$ cat src/rtl/uart_transmit.sv
// -----------------------------------------------------------------------------
// uart_transmit
//   Byte-wide UART transmitter with an internal TX FIFO.
//   Frame: 1 start bit (low), 8 data bits LSB first, optional even parity,
//   1 stop bit (high). Each bit lasts clk_div clk cycles, with clk_div
//   sampled when the frame starts (0 is treated as 1).
//
//   Build option:
//     UART_TX_PARITY_EN - when defined, an even-parity bit is sent between
//                         the last data bit and the stop bit.
// -----------------------------------------------------------------------------

// Small synchronous FIFO; occupancy is kept in a registered count so the
// full/empty flags are clean compares against that register.
module uart_transmit_fifo #(
  parameter int DEPTH = 8
) (
  input  logic       clk,
  input  logic       rst_n,
  input  logic       wr_en,
  input  logic [7:0] wr_data,
  input  logic       rd_en,
  output logic [7:0] rd_data,
  output logic       full,
  output logic       empty
);

  localparam int AW = $clog2(DEPTH);
  localparam int CW = AW + 1;

  logic [7:0]    mem [DEPTH];
  logic [AW-1:0] wr_ptr;
  logic [AW-1:0] rd_ptr;
  logic [CW-1:0] count;
  logic          push;
  logic          pop;

  assign full  = (count == CW'(DEPTH));
  assign empty = (count == '0);

  // A write while full is dropped even if a pop happens in the same cycle.
  assign push = wr_en & ~full;
  assign pop  = rd_en & ~empty;

  assign rd_data = mem[rd_ptr];

  // Storage array; contents need no reset because count gates every read.
  always_ff @(posedge clk) begin
    if (push) begin
      mem[wr_ptr] <= wr_data;
    end
  end

  // Pointer and occupancy bookkeeping; pointers wrap since DEPTH is 2^n.
  always_ff @(posedge clk or negedge rst_n) begin
    if (!rst_n) begin
      wr_ptr <= '0;
      rd_ptr <= '0;
      count  <= '0;
    end else begin
      if (push) begin
        wr_ptr <= wr_ptr + AW'(1);
      end
      if (pop) begin
        rd_ptr <= rd_ptr + AW'(1);
      end
      if (push && !pop) begin
        count <= count + CW'(1);
      end else if (pop && !push) begin
        count <= count - CW'(1);
      end
    end
  end

endmodule

// -----------------------------------------------------------------------------
// Transmit FSM
//
//   state  | meaning
//   -------+--------------------------------------------------------------
//   IDLE   | line high, waiting for a queued byte
//   START  | start bit (line low) for one bit time
//   DATA   | 8 data bits, LSB first, one bit time each
//   PARITY | even parity of the byte (only with UART_TX_PARITY_EN)
//   STOP   | stop bit (line high); chains straight into START if more queued
// -----------------------------------------------------------------------------
module uart_transmit #(
  parameter int FIFO_DEPTH = 8
) (
  input  logic        clk,
  input  logic        rst_n,
  input  logic [31:0] clk_div,
  input  logic [7:0]  tx_data,
  input  logic        i_tx_valid,
  output logic        tx,
  output logic        busy,
  output logic        irq,
  output logic        o_tx_full,
  output logic        o_tx_empty
);

  localparam logic [2:0] S_IDLE   = 3'd0;
  localparam logic [2:0] S_START  = 3'd1;
  localparam logic [2:0] S_DATA   = 3'd2;
`ifdef UART_TX_PARITY_EN
  localparam logic [2:0] S_PARITY = 3'd3;
`endif
  localparam logic [2:0] S_STOP   = 3'd4;

  logic [2:0]  state;
  logic [31:0] div_lat;
  logic [31:0] bit_tmr;
  logic [2:0]  bit_idx;
  logic [7:0]  shreg;
  logic        tx_r;
  logic        irq_r;
`ifdef UART_TX_PARITY_EN
  logic        par_r;
`endif

  logic [7:0]  fifo_rd_data;
  logic        fifo_full;
  logic        fifo_empty;
  logic        fifo_pop;
  logic        bit_done;
  logic [31:0] div_eff;

  uart_transmit_fifo #(
    .DEPTH (FIFO_DEPTH)
  ) u_fifo (
    .clk     (clk),
    .rst_n   (rst_n),
    .wr_en   (i_tx_valid),
    .wr_data (tx_data),
    .rd_en   (fifo_pop),
    .rd_data (fifo_rd_data),
    .full    (fifo_full),
    .empty   (fifo_empty)
  );

  // A zero divisor would stall the bit timer, so it is promoted to one.
  assign div_eff = (clk_div == 32'd0) ? 32'd1 : clk_div;

  // Bit timer counts down from div-1; terminal count ends the current bit.
  assign bit_done = (bit_tmr == 32'd0);

  // Pop the head when idle, or at the end of a stop bit for a gapless chain.
  assign fifo_pop = ~fifo_empty &
                    ((state == S_IDLE) | ((state == S_STOP) & bit_done));

  // Frame sequencer: state, line driver, bit timer and drain interrupt.
  always_ff @(posedge clk or negedge rst_n) begin
    if (!rst_n) begin
      state   <= S_IDLE;
      div_lat <= 32'd0;
      bit_tmr <= 32'd0;
      bit_idx <= 3'd0;
      shreg   <= 8'd0;
      tx_r    <= 1'b1;
      irq_r   <= 1'b0;
`ifdef UART_TX_PARITY_EN
      par_r   <= 1'b0;
`endif
    end else begin
      irq_r <= 1'b0;
      if (fifo_pop) begin
        // Latch byte and divisor together so later clk_div writes wait
        // for the next frame.
        state   <= S_START;
        tx_r    <= 1'b0;
        shreg   <= fifo_rd_data;
        div_lat <= div_eff;
        bit_tmr <= div_eff - 32'd1;
        bit_idx <= 3'd0;
`ifdef UART_TX_PARITY_EN
        par_r   <= ^fifo_rd_data;
`endif
      end else begin
        case (state)
          S_IDLE: begin
            tx_r <= 1'b1;
          end
          S_START: begin
            if (bit_done) begin
              state   <= S_DATA;
              tx_r    <= shreg[0];
              shreg   <= shreg >> 1;
              bit_idx <= 3'd0;
              bit_tmr <= div_lat - 32'd1;
            end else begin
              bit_tmr <= bit_tmr - 32'd1;
            end
          end
          S_DATA: begin
            if (bit_done) begin
              bit_tmr <= div_lat - 32'd1;
              if (bit_idx == 3'd7) begin
`ifdef UART_TX_PARITY_EN
                state <= S_PARITY;
                tx_r  <= par_r;
`else
                state <= S_STOP;
                tx_r  <= 1'b1;
`endif
              end else begin
                bit_idx <= bit_idx + 3'd1;
                tx_r    <= shreg[0];
                shreg   <= shreg >> 1;
              end
            end else begin
              bit_tmr <= bit_tmr - 32'd1;
            end
          end
`ifdef UART_TX_PARITY_EN
          S_PARITY: begin
            if (bit_done) begin
              state   <= S_STOP;
              tx_r    <= 1'b1;
              bit_tmr <= div_lat - 32'd1;
            end else begin
              bit_tmr <= bit_tmr - 32'd1;
            end
          end
`endif
          S_STOP: begin
            if (bit_done) begin
              // Nothing left to chain into: the queue has drained.
              state <= S_IDLE;
              irq_r <= 1'b1;
            end else begin
              bit_tmr <= bit_tmr - 32'd1;
            end
          end
          default: begin
            state   <= S_IDLE;
            tx_r    <= 1'b1;
            bit_tmr <= 32'd0;
          end
        endcase
      end
    end
  end

  assign tx         = tx_r;
  assign busy       = (state != S_IDLE);
  assign irq        = irq_r;
  assign o_tx_full  = fifo_full;
  assign o_tx_empty = fifo_empty;

endmodule

$ cat config.mk
export PLATFORM = sky130hd
export DESIGN_NAME = uart_transmit
export DESIGN_NICKNAME = d
export VERILOG_FILES = /design/src/rtl/uart_transmit.sv
export SDC_FILE = /design/constraint.sdc
export NUM_CORES = 1
export LEC_CHECK = 0
export BUFFER_PORTS_ARGS = -buffer_cell sky130_fd_sc_hd__buf_2
export CAP_MARGIN = 20
export CORE_MARGIN = 5
export CORE_UTILIZATION = 56
export DETAILED_ROUTE_END_ITERATION = 10
export GPL_TIMING_DRIVEN = 0
export PLACE_DENSITY = 0.87
export SYNTH_ARGS = -nofsm -noshare
export SYNTH_HDL_FRONTEND = slang
export SYNTH_SLANG_ARGS = --single-unit
$ cat constraint.sdc
create_clock -name clk -period 3.6 [get_ports clk]
set_clock_uncertainty 0.15 [all_clocks]
set_input_delay 0.54 -clock clk [delete_from_list [all_inputs] [get_ports clk]]
set_output_delay 0.54 -clock clk [all_outputs]
set_load 0.01 [all_outputs]
; After elaboration in Yosys (flattened, before gate mapping)
; Memory sizes are Yosys's and may differ from the RTL's.
; Index checks and enable logic that the tools add are counted.
[totals]
ff_bits = 90
wordCells = 87
output_inout_bits = 5
mem_bits_rw = 64
mem_count = 1
inputBits = 43
[memory_table]
columns = name, words, width, rd, rd_ports_with_merged_regs, wr, line_no
row1 = u_fifo.mem, 8, 8, 1, 0, 1, 31  ; logic [7:0] mem [DEPTH];
[op_classes]
muxes = 32
n_bitwise = 7
n_addsub = 8
n_reduce_logical = 16
n_eq_ne = 13
[op_table]
columns = cell, n
row1 = $mux W32, 4
row2 = $pmux W32 S3, 1
row3 = $sub A32 B1 Y32 const B, 3
row4 = $logic_not A32 Y1, 2
row5 = $mux W8, 4
row6 = $mux W3, 8
row7 = $ne A3 B2 Y1 const B, 6
row8 = $pmux W8 S2, 1
row9 = $pmux W3 S4, 1
row10 = $add A3 B1 Y3 const B, 3
row11 = $mux W1, 9
row12 = $mux W4, 2
row13 = $eq A3 B3 Y1 const B, 2
row14 = $pmux W3 S2, 1
row15 = $reduce_bool A3 Y1, 2
row16 = $reduce_and A5 Y1, 1
row17 = $add A4 B1 Y4 const B, 1
row18 = $and A1 B1 Y1, 4
row19 = $eq A4 B4 Y1 const B, 1
row20 = $logic_not A4 Y1, 1
row21 = $ne A2 B1 Y1 const B, 2
row22 = $reduce_and A4 Y1, 1
row23 = $sub A4 B1 Y4 const B, 1
row24 = $eq A3 B1 Y1 const B, 1
row25 = 11 further kinds, 14

; Longest topological paths before layout
[logic_depth]
ltp_word = 8
ltp_mapped = 16
ltp_nobuf = 15

; Cells and area by module
; A second synthesis with hierarchy kept.
[unflattened]
cells_unflattened = 874
hier_area_um2 = 8770.9
[by_module_without_submodules]
columns = module, seq_area_each_um2, cells_each, area_each_um2, instances
row1 = uart_transmit, 2003.2, 717, 5637.9, 1
row2 = uart_transmit_fifo, 2172.1, 157, 3133.0, 1

; Least setup slack after synthesis
; Ideal clock, no wire load.
[synth_timing]
path_kind = flip-flop to flip-flop
startpoint = register bit_tmr[3]
endpoint = register u_fifo.count[3]
arrival_ns = 3.393
synth_period_minus_slack_ns = 3.668
path_slack_ns = -0.068
t_required_ns = 3.325
path_stages_with_launch = 16
n_path_buf = 2
setup_time_ns = 0.125
cell_sequence = dfrtp_1 > clkbuf_1 > or4_4 > nor4_4 > a31oi_2 > nor3_4 > inv_2 > clkbuf_1 > ha_1 > inv_1 > ha_1 > a21o_1 > a21oi_1 > xnor2_1 > nor2_1 > xor2_1
[synth_via]
elab_chain_len = 8
elab_cells_between_ends = 10
classes_between = mux (1) / bitwise (4) / reduce/logical (5)
[synth_rtl]
columns = item, line_no
row1 = from (decl), 113  ; logic [31:0] bit_tmr;
row2 = from (signal assigned), 174  ; bit_tmr <= div_eff - 32'd1;
row3 = from (signal assigned), 190  ; bit_tmr <= div_lat - 32'd1;
row4 = from (signal assigned), 192  ; bit_tmr <= bit_tmr - 32'd1;
row5 = $logic_not A32 Y1 (*), 146  ; assign bit_done = (bit_tmr == 32'd0);
row6 = $and A1 B1 Y1 (*), 150  ; ((state == S_IDLE) | ((state == S_STOP) & bit_done));
row7 = $or A1 B1 Y1 (*), 150
row8 = $and A1 B1 Y1 (*), 149  ; assign fifo_pop = ~fifo_empty &
row9 = $and A1 B1 Y1 (*), 43  ; assign pop = rd_en & ~empty;
row10 = $logic_not A1 Y1, 67  ; if (push && !pop) begin
row11 = $logic_and A1 B1 Y1, 67
row12 = $mux W4 or $reduce_bool A2 Y1 (tied branches), --
row13 = to (signal assigned), 68  ; count <= count + CW'(1);
row14 = to (signal assigned), 70  ; count <= count - CW'(1);
row15 = to (decl), 34  ; logic [CW-1:0] count;
; Every way passes the cells marked *; elsewhere a longest branch is shown, timed or not.
; A chain may end at the register's enable or synchronous reset.

; Worst setup path after layout
[layout_timing]
startpoint = register bit_tmr[15]
endpoint = register bit_tmr[15]
[layout_via]
elab_chain_len = 6
elab_cells_between_ends = 12
classes_between = add/sub (1) / eq/ne (2) / mux (4) / bitwise (3) / reduce/logical (2)
[layout_rtl]
columns = item
row1 = "parallel branches: the longest is 6 deep, another holds $sub A32 B1 Y32"
; Several ways; the timed one is not identified. The select of a mux whose other input is x is not followed.

==> impl_metrics.env <==
export IMPL_num_rows=45
export IMPL_fin_area_um2=9940
export IMPL_finalHoldViolCount=0
export IMPL_place_hpwl_um=17300
export IMPL_n_antenna_cell=0
export IMPL_syn_nets=920
export IMPL_vias=7495
export IMPL_muxShareOfSynthArea=0.0538
export IMPL_h_tree_depth=4
export IMPL_synthDistinctLibCells=70
export IMPL_maxCapViolations=0
export IMPL_numClockSinks=154
export IMPL_detail_route_antenna_nets=0
export IMPL_synth_top_family_by_area="simple AND/OR/NAND/NOR gates"
export IMPL_grt_first_pass_wirelength_um=38600
export IMPL_start_util=0.568
export IMPL_leakagePower_nw=3.81
export IMPL_finalPower_mw=4.96
export IMPL_synth_cells=865
export IMPL_critPathRequiredTime_ns=3.75
export IMPL_setup_tns_ns=-0.00241
export IMPL_cts_tree="built"
export IMPL_synthArstFlopShare=0.584
export IMPL_grt_busiest_layer="met2"
export IMPL_placed_area_um2=9160
export IMPL_final_common_cell="nand2_1"
export IMPL_yosysSeqAreaShare=0.486
export IMPL_worstMarginPinSlew_ns=1.10
export IMPL_drc_errors=0
export IMPL_violations="setup timing"
export IMPL_num_fill_cells=1113
export IMPL_cp_arrival_ns=3.75
export IMPL_first_global_vias=7253
export IMPL_grtUsageMet1=0.339
export IMPL_min_path_type="in2reg"
export IMPL_dr_pass1_iters=6
export IMPL_path_clk_slew_ns=0.07
export IMPL_synth_area_per_cell_um2=9.94
export IMPL_drv_slew=0
export IMPL_ff_latch_area_um2=4180
export IMPL_post_drt_wl_per_cell_um=21.6
export IMPL_die_area_um2=17900
export IMPL_gr_usage_met3=0.0731
export IMPL_start_kind="register"
export IMPL_io_pins=48
export IMPL_detail_route_wirelength_um=24800
export IMPL_worstSkewPairLatency_ns=0.43
export IMPL_fin_crit_sh=1.00
export IMPL_coreArea_um2=15100
export IMPL_drtIter0Drc=1028
export IMPL_slew_headroom=0.268
export IMPL_syn_to_final_growth_pct=15.6
export IMPL_grt_usage=0.278
export IMPL_synth_simple_gate_area_share=0.225
export IMPL_synth_compound_area_frac=0.116
export IMPL_cts_root_buf="clkbuf_16"
export IMPL_drive_gt1_frac=0.166
export IMPL_cts_made_buffers=17
export IMPL_power_density_nw_per_um2=499
export IMPL_synthAdderAreaFrac=0.0183
export IMPL_synth_area_um2=8600
export IMPL_grt_overflow_total=0
export IMPL_routabilityCongestion=0.996
export IMPL_die_w_um=134
export IMPL_period_needed_ns=3.60
export IMPL_final_nets=1003
export IMPL_worstPathMaxFanout=7
export IMPL_ys_flop_type="dfrtp_1"
export IMPL_die_y_um=134
export IMPL_antenna_found_initial=0
export IMPL_outcome="complete, but fails checks"
export IMPL_synth_edff_count=64
export IMPL_endpoint_kind="register"
export IMPL_numPortBuffers=47
export IMPL_path_class="reg2reg"
export IMPL_cts_buffer_depth=2
export IMPL_reg2reg_slack_ns=-0.002
export IMPL_final_cell_mix="149 x nand2_1, 88 x dfrtp_1, 78 x nor2_1, 64 x edfxtp_1, 55 x buf_2"
export IMPL_use_met2=0.451
export IMPL_layout_setup_ws_ns=-0.00241
export IMPL_drt_vias_per_instance=6.52
export IMPL_fmax_mhz=278
export IMPL_ir_drop_mv=0.497
export IMPL_grt_start_max_net_pins=71
export IMPL_rsz0062_at_grt="true"
export IMPL_postSynthRegisterBits=154
export IMPL_synth_xor_area_share=0.0774
export IMPL_yosys_warnings=0
export IMPL_multi_input_area_um2=4300
export IMPL_setup_viol=1
## worst max-delay path, stage by stage, from the launching register on
cell     delay (ns)
dfrtp_1        0.41
or4_4          0.59
and4b_1        0.29
buf_6          0.13
nand3_1        0.24
o21ai_1        0.72
inv_1          0.37
o32ai_1        0.42
o21ai_0        0.15
## sequential cells by signal (all words and copies together), names as in the netlist
signal / cells
tx: 1
bit_idx: 3
div_lat: 32
bit_tmr: 32
u_fifo.wr_ptr: 3
shreg: 8
u_fifo.rd_ptr: 3
u_fifo.count: 4
state: 3
irq: 1
u_fifo.mem: 64
## what timing repair did
| item | in CTS | in global routing |
|---|---|---|
| pin swaps | 2 | 7 |
| resized for setup | 12 | 7 |
| hold buffers | 1 | 0 |
| endpoints found under the setup margin | 5 | 2 |
| cloned | 0 | 0 |
| hold endpoints to repair | 19 | 0 |
| setup buffers | 2 | 8 |
## kinds of logic (layout without fill, tap and decap cells)
logic type                 Yosys count  in the layout
AOI/OAI and AO/OA                  154            154
xor gates and xnor gates            76             76
adders and majority gates           12             12
buffers and inverters               52            148
DFF                                154            154
muxes                               26             26
and+or+nand+nor                    391            391
## final timing paths
check | start | to | depth (start not counted)
setup / recovery | bit_tmr[15]$_DFFE_PN0P_ | bit_tmr[15]$_DFFE_PN0P_ | 8
hold / removal | clk_div[7] | div_lat[7]$_DFFE_PN0P_ | 3
setup reg to reg | bit_tmr[15]$_DFFE_PN0P_ | bit_tmr[15]$_DFFE_PN0P_ | 8
hold reg to reg | bit_idx[2]$_DFFE_PN0P_ | bit_idx[2]$_DFFE_PN0P_ | 2
max in group asynchronous | rst_n | bit_tmr[26]$_DFFE_PN0P_ | 3
min in group asynchronous | rst_n | div_lat[3]$_DFFE_PN0P_ | 2
## report_power, final
| group | internal (mW) | total [mW] | switching (mW) |
|---|---|---|---|
| clock | 0.940 | 1.79 | 0.849 |
| sequential | 2.08 | 2.29 | 0.215 |
| combinational | 0.377 | 0.882 | 0.505 |
## synth_stat cells (9+ instances only)
cell type  count  share of area
edfxtp_1      64           0.22
nand3_1       19          0.011
xor2_1        30          0.031
nor4_1        25          0.018
or4_1         12          0.010
o21ai_0       34          0.020
a21oi_1       42          0.024
nand2_1      149          0.065
clkbuf_1      25          0.011
ha_1          11          0.016
inv_1         14         0.0061
a211oi_1      15          0.013
mux4_2        16          0.042
buf_2          9         0.0052
xnor2_1       46          0.047
o22ai_1       11         0.0080
nor3_1        36          0.021
or3_1         12         0.0087
nand2b_1       9         0.0065
dfrtp_1       89           0.26
nor2_1        78          0.034
## metrics by stage
step	cells	hold WS [ns]	setup slack [ns]	utilization
global placement	1100	0.304	-0.598	0.599
global route	1149	0.207	-0.0818	0.657
floorplan	865	0.0944	0.00494	-
CTS	1141	0.191	0.0191	0.650
detailed placement	1107	0.306	-0.723	0.605
finish	1149	0.193	-0.00241	0.657
## final cells by class
cell class | count | area share
clock inverters | 15 | 0.0184
multi-input cells | 659 | 0.433
inverters | 16 | 0.00629
repair buffers | 65 | 0.0395
well taps | 188 | 0.0237
flip-flops and latches | 154 | 0.420
clock buffers | 17 | 0.0428
plain buffers | 35 | 0.0166
## metal layers
metal / up-vias / share of wire
met5: - / 0
met4: 0 / 0.060
met3: 122 / 0.11
met2: 505 / 0.47
met1: 3545 / 0.36
li1: 3323 / -
(Power assumes the default switching activity.)
